[src/rtl/vga_timing_pkg.sv]
// Shared VGA timing: 640x480@60 defaults and derived line/frame totals.
// Used by the sync generator and the renderer so both agree on geometry.
// Also holds the 10-bit counter width and a small window-compare helper.
package vga_timing_pkg;

  localparam int unsigned CNT_W = 10;

  localparam int unsigned H_ACTIVE_DEF = 640;
  localparam int unsigned H_FP_DEF     = 16;
  localparam int unsigned H_SYNC_DEF   = 96;
  localparam int unsigned H_BP_DEF     = 48;

  localparam int unsigned V_ACTIVE_DEF = 480;
  localparam int unsigned V_FP_DEF     = 10;
  localparam int unsigned V_SYNC_DEF   = 2;
  localparam int unsigned V_BP_DEF     = 33;

  localparam int unsigned H_TOTAL = H_ACTIVE_DEF + H_FP_DEF + H_SYNC_DEF + H_BP_DEF;
  localparam int unsigned V_TOTAL = V_ACTIVE_DEF + V_FP_DEF + V_SYNC_DEF + V_BP_DEF;

  // Inclusive unsigned window test on counter-width values.
  function automatic logic in_window(input logic [CNT_W-1:0] v,
                                     input logic [CNT_W-1:0] lo,
                                     input logic [CNT_W-1:0] hi);
    return (v >= lo) && (v <= hi);
  endfunction

endpackage

[src/rtl/wrap_counter.sv]
// Modulo-MOD up-counter with enable; wrap_o flags the enabled terminal count.
// Latency: count updates one clock after an enabled edge; wrap_o is combinational.
// No backpressure: the counter simply holds while en_i is low.
module wrap_counter #(
  parameter int unsigned MOD = 800,
  parameter int unsigned W   = 10
) (
  input  logic         clk_i,
  input  logic         rst_i,
  input  logic         en_i,
  output logic [W-1:0] cnt_o,
  output logic         wrap_o
);

  localparam logic [W-1:0] LAST = W'(MOD - 1);

  logic [W-1:0] cnt_q;
  logic [W-1:0] cnt_d;

  assign wrap_o = en_i && (cnt_q == LAST);
  assign cnt_o  = cnt_q;

  // Next count: hold, increment, or return to zero on the terminal count.
  always_comb begin
    cnt_d = cnt_q;
    if (en_i) begin
      cnt_d = wrap_o ? '0 : cnt_q + W'(1);
    end
  end

  // Count register with synchronous reset.
  always_ff @(posedge clk_i) begin
    if (rst_i) begin
      cnt_q <= '0;
    end else begin
      cnt_q <= cnt_d;
    end
  end

endmodule

[src/rtl/vga_sync_gen.sv]
// VGA raster timing: h/v counters decoded into registered sync, blank and x/y.
// Latency: outputs trail the counters by exactly one clock, all mutually aligned.
// No backpressure: pix_en gates advance; everything but frame_tick holds when low.
module vga_sync_gen
  import vga_timing_pkg::*;
#(
  parameter int unsigned H_ACTIVE = H_ACTIVE_DEF,
  parameter int unsigned H_FP     = H_FP_DEF,
  parameter int unsigned H_SYNC   = H_SYNC_DEF,
  parameter int unsigned H_BP     = H_BP_DEF,
  parameter int unsigned V_ACTIVE = V_ACTIVE_DEF,
  parameter int unsigned V_FP     = V_FP_DEF,
  parameter int unsigned V_SYNC   = V_SYNC_DEF,
  parameter int unsigned V_BP     = V_BP_DEF
) (
  input  logic             clock,
  input  logic             reset,
  input  logic             pix_en,
  output logic             h_sync,
  output logic             v_sync,
  output logic             display_on,
  output logic [CNT_W-1:0] x,
  output logic [CNT_W-1:0] y,
  output logic             frame_tick
);

  localparam int unsigned LINE_LEN    = H_ACTIVE + H_FP + H_SYNC + H_BP;
  localparam int unsigned FRAME_LINES = V_ACTIVE + V_FP + V_SYNC + V_BP;

  localparam logic [CNT_W-1:0] HA    = CNT_W'(H_ACTIVE);
  localparam logic [CNT_W-1:0] HS_LO = CNT_W'(H_ACTIVE + H_FP);
  localparam logic [CNT_W-1:0] HS_HI = CNT_W'(H_ACTIVE + H_FP + H_SYNC - 1);
  localparam logic [CNT_W-1:0] VA    = CNT_W'(V_ACTIVE);
  localparam logic [CNT_W-1:0] VS_LO = CNT_W'(V_ACTIVE + V_FP);
  localparam logic [CNT_W-1:0] VS_HI = CNT_W'(V_ACTIVE + V_FP + V_SYNC - 1);

  logic [CNT_W-1:0] h_cnt;
  logic [CNT_W-1:0] v_cnt;
  logic             h_wrap;
  // End-of-frame strobe from the line counter; nothing here needs it.
  logic             v_wrap_unused;

  wrap_counter #(.MOD(LINE_LEN), .W(CNT_W)) u_h_cnt (
    .clk_i  (clock),
    .rst_i  (reset),
    .en_i   (pix_en),
    .cnt_o  (h_cnt),
    .wrap_o (h_wrap)
  );

  // Lines advance only on the enabled pixel that ends a line.
  wrap_counter #(.MOD(FRAME_LINES), .W(CNT_W)) u_v_cnt (
    .clk_i  (clock),
    .rst_i  (reset),
    .en_i   (h_wrap),
    .cnt_o  (v_cnt),
    .wrap_o (v_wrap_unused)
  );

  logic             h_sync_d, h_sync_q;
  logic             v_sync_d, v_sync_q;
  logic             display_on_d, display_on_q;
  logic             frame_tick_d, frame_tick_q;
  logic [CNT_W-1:0] x_q, y_q;

  // Decode the current counter position into the next output values.
  always_comb begin
    h_sync_d     = ~in_window(h_cnt, HS_LO, HS_HI);
    v_sync_d     = ~in_window(v_cnt, VS_LO, VS_HI);
    display_on_d = (h_cnt < HA) && (v_cnt < VA);
    // Tick only when the (0, V_ACTIVE) position is actually being emitted.
    frame_tick_d = pix_en && (h_cnt == '0) && (v_cnt == VA);
  end

  // Output registers: load on enabled pixels; frame_tick is a single-clock pulse.
  always_ff @(posedge clock) begin
    if (reset) begin
      h_sync_q     <= 1'b1;
      v_sync_q     <= 1'b1;
      display_on_q <= 1'b0;
      x_q          <= '0;
      y_q          <= '0;
      frame_tick_q <= 1'b0;
    end else begin
      frame_tick_q <= frame_tick_d;
      if (pix_en) begin
        h_sync_q     <= h_sync_d;
        v_sync_q     <= v_sync_d;
        display_on_q <= display_on_d;
        x_q          <= h_cnt;
        y_q          <= v_cnt;
      end
    end
  end

  assign h_sync     = h_sync_q;
  assign v_sync     = v_sync_q;
  assign display_on = display_on_q;
  assign x          = x_q;
  assign y          = y_q;
  assign frame_tick = frame_tick_q;

endmodule

[config.mk]
export PLATFORM = sky130hd
export DESIGN_NAME = vga_sync_gen
export DESIGN_NICKNAME = d
export VERILOG_FILES = /design/src/rtl/vga_timing_pkg.sv /design/src/rtl/wrap_counter.sv /design/src/rtl/vga_sync_gen.sv
export SDC_FILE = /design/constraint.sdc
export NUM_CORES = 1
export LEC_CHECK = 0
export ABC_CLOCK_PERIOD_IN_PS = 3100
export CAP_MARGIN = 25
export CORE_MARGIN = 8
export CORE_UTILIZATION = 40
export CTS_CLUSTER_DIAMETER = 40
export DETAILED_ROUTE_END_ITERATION = 7
export SLEW_MARGIN = 20
export SYNTH_ARGS = -nofsm -noshare
export SYNTH_HDL_FRONTEND = slang
export SYNTH_SLANG_ARGS = --single-unit
export TNS_END_PERCENT = 50
[constraint.sdc]
create_clock -name clock -period 3.1 [get_ports clock]
set_input_delay 0.62 -clock clock [delete_from_list [all_inputs] [get_ports clock]]
set_output_delay 0.62 -clock clock [all_outputs]
set_load 0.005 [all_outputs]
==> results_dict.tcl <==
set metrics [dict create \
    outcome "completed" \
    startpoint "pix_en" \
    die_h_um 87.2 \
    period_needed_ps 2280 \
    postSynth.asyncResetShare 0 \
    rows 26 \
    cap_violations 0 \
    initial_core_util 0.405 \
    finalHoldViolations 0 \
    portBuffers 26 \
    arrival_ps 2510 \
    critPathMaxFanout 10 \
    cts.sink_count 44 \
    cp.required_ps 3330 \
    die_w_um 87.2 \
    cts_tree "built" \
    die-area_um2 7600 \
    wl_met1_um 2270 \
    synth_cells 225 \
    ant_nets 0 \
    period_share 0.734 \
    routed.top_layer "met4" \
    clk_pin_slew_ps 80 \
    synth-edff-count 0 \
    cp-start-kind "primary input" \
    place_hpwl_um 3130 \
    dr.pass1.iters 4 \
    wl_met3_um 254 \
    worstSetupEndpointType "register" \
    route.detailed.drc 0 \
    hold_class "register to register" \
    cts_resized 0 \
    endpoint "u_v_cnt.cnt_o[8]$_SDFFE_PP0N_" \
    drtIter0Drc 168 \
    drive_gt1_frac 0.0620 \
    avgSynthCellArea_um2 9.01 \
    critical_path_class "primary input to register" \
    clk_latency_ps 300 \
    antenna_found_initial 0 \
    h-tree-depth 2 \
    synthTopCellsByArea "dfxtp_1, mux2i_1, nor2_1" \
    routabilityCongestion 0.826 \
    power.density_nw_per_um2 428 \
    wl_met2_um 2010 \
    viasPerCell 5.18 \
    synth_cell_types 40 \
    rr_worst_depth 5 \
    rsz0062_at_grt "false" \
    setup_viol 0 \
    design_area_um2 2390 \
    syn_nets 233 \
    layout.nets 250 \
    synthFlopType "dfxtp_1" \
    syn_area_um2 2030 \
    synth_top_area_share 0.434 \
    yosysWarnings 0 \
    clock-skew-final_ps 7.75 \
    numCtsBuffers 5 \
    syn_to_final_growth_pct 17.9 \
    maxSlewViolCount 0 \
    grt_first_pass_wirelength_um 7960 \
    grt_max_degree 36 \
    yosys.area.top_type "dfxtp_1" \
    max_freq_mhz 439 \
    placed_cell_area_um2 2290 \
    cts-root-buf "clkbuf_8" \
    irDropWorstVdd_v 0.000257 \
    hold_buffers 0 \
    fill_cells 490 \
    whs_path_depth 2 \
    design.core.area_um2 5010 \
    ios 27 \
    synth-seq-area-share 0.434 \
    regArea_um2 881 \
    setup_tns_ps 0 \
    final_util 0.477 \
    multi_input_area_um2 1010 \
    grt_overflow 0 \
    num_vias 1616 \
    synth_seq_cells 44 \
    p_leak_nw 0.841 \
    r2r_start "u_h_cnt.cnt_o[0]$_SDFFE_PP0P_" \
    r2r_setup_slack_ps 890 \
    finalWirelength_um 4610 \
    tightest_slew_ps 502 \
    r2r-end "u_v_cnt.cnt_o[8]$_SDFFE_PP0N_" \
    diodes 0 \
    track_usage 0.131 \
    grt_pass1_vias 1566 \
    wl_per_cell_um 14.8 \
    post-cts-setup-buffers 0 \
    clockBufferDepth 2 \
    relSlewSlack 0.663 \
]
-- cell type report --
type	count	area share
Timing Repair Buffer	30	0.121
Tap cell	70	0.0366
Clock buffer	7	0.0403
Inverter	7	0.0110
Sequential cell	44	0.368
Multi-Input combinational cell	154	0.422
-- worst max-delay path, stage by stage --
cell and delay, ps:
clkdlybuf4s50_1 490, nand4_2 230, or3_4 510, or4_4 520, a21oi_2 140
-- stage by stage --
| stage | setup slack, ps | total power [mW] | hold slack (ps) | cells |
|---|---|---|---|---|
| after floorplan | 912 | 0.631 | 463 | 225 |
| after global routing | 767 | 1.07 | 507 | 312 |
| after global placement | 545 | 0.650 | 470 | 305 |
| after detailed placement | 517 | 0.650 | 472 | 305 |
| final | 824 | 1.02 | 482 | 312 |
| after CTS | 829 | 1.04 | 489 | 312 |
-- Yosys cell counts, types with 6 or more instances --
cell / instances
nor3_1: 10
nand4_1: 6
nand2_1: 10
dfxtp_1: 44
mux2i_1: 19
a21oi_1: 8
xnor2_1: 7
clkbuf_1: 7
nand3_1: 11
inv_1: 7
nor2_1: 30
nor4_1: 7
-- layout by cell type, fill, tap and decap left out, drive strengths merged --
cell,instances
nand3b,2
nor4,7
dfxtp,44
nand2b,5
nor4bb,1
a21oi,9
and3,1
nand4b,2
nor4b,2
nor3,10
a211oi,1
or4bb,2
xnor2,7
nor2,30
or3,3
o21ai,5
o32ai,1
xor2,3
nand4,7
or2,1
clkbuf,7
buf,4
clkdlybuf4s50,26
o221ai,1
nand3,11
ha,5
o31ai,1
o22ai,1
or4,1
nand2,10
inv,7
a31oi,2
and4,3
mux2i,19
o211ai,1
-- flip-flops by register name, indices dropped and copies added (netlist names) --
register       cells
y                 10
u_h_cnt.cnt_o     10
display_on         1
u_v_cnt.cnt_o     10
h_sync             1
x                 10
frame_tick         1
v_sync             1
-- cell families after synthesis --
| family | synth area share |
|---|---|
| XOR/XNOR | 0.0432 |
| multiplexers | 0.0938 |
| adder cells (fa/ha/maj) | 0.0308 |
| buffers and inverters | 0.0679 |
| AND/OR/NAND/NOR | 0.265 |
| flip-flops | 0.434 |
| AO/OA/AOI/OAI | 0.0654 |
-- per-layer routing --
layer  up-vias  track usage
met2        40        0.183
met5         -            0
li1        819            -
met3         5       0.0330
met1       752        0.188
met4         0       0.0469
-- power by group --
part	switching, mW	internal [mW]	total [mW]
sequential	0.00970	0.572	0.582
combinational	0.0289	0.0257	0.0546
clock	0.189	0.199	0.388
total	0.228	0.796	1.02
-- how the worst min path moves through the flow --
stage | from | end
global route | x[7]$_SDFFE_PP0P_ | x[7]$_SDFFE_PP0P_
detailed placement | display_on$_SDFFE_PP0P_ | display_on$_SDFFE_PP0P_
CTS | display_on$_SDFFE_PP0P_ | display_on$_SDFFE_PP0P_
global placement | display_on$_SDFFE_PP0P_ | display_on$_SDFFE_PP0P_
finish | display_on$_SDFFE_PP0P_ | display_on$_SDFFE_PP0P_
floorplan | display_on$_SDFFE_PP0P_ | display_on$_SDFFE_PP0P_
(Power assumes the default switching activity.)
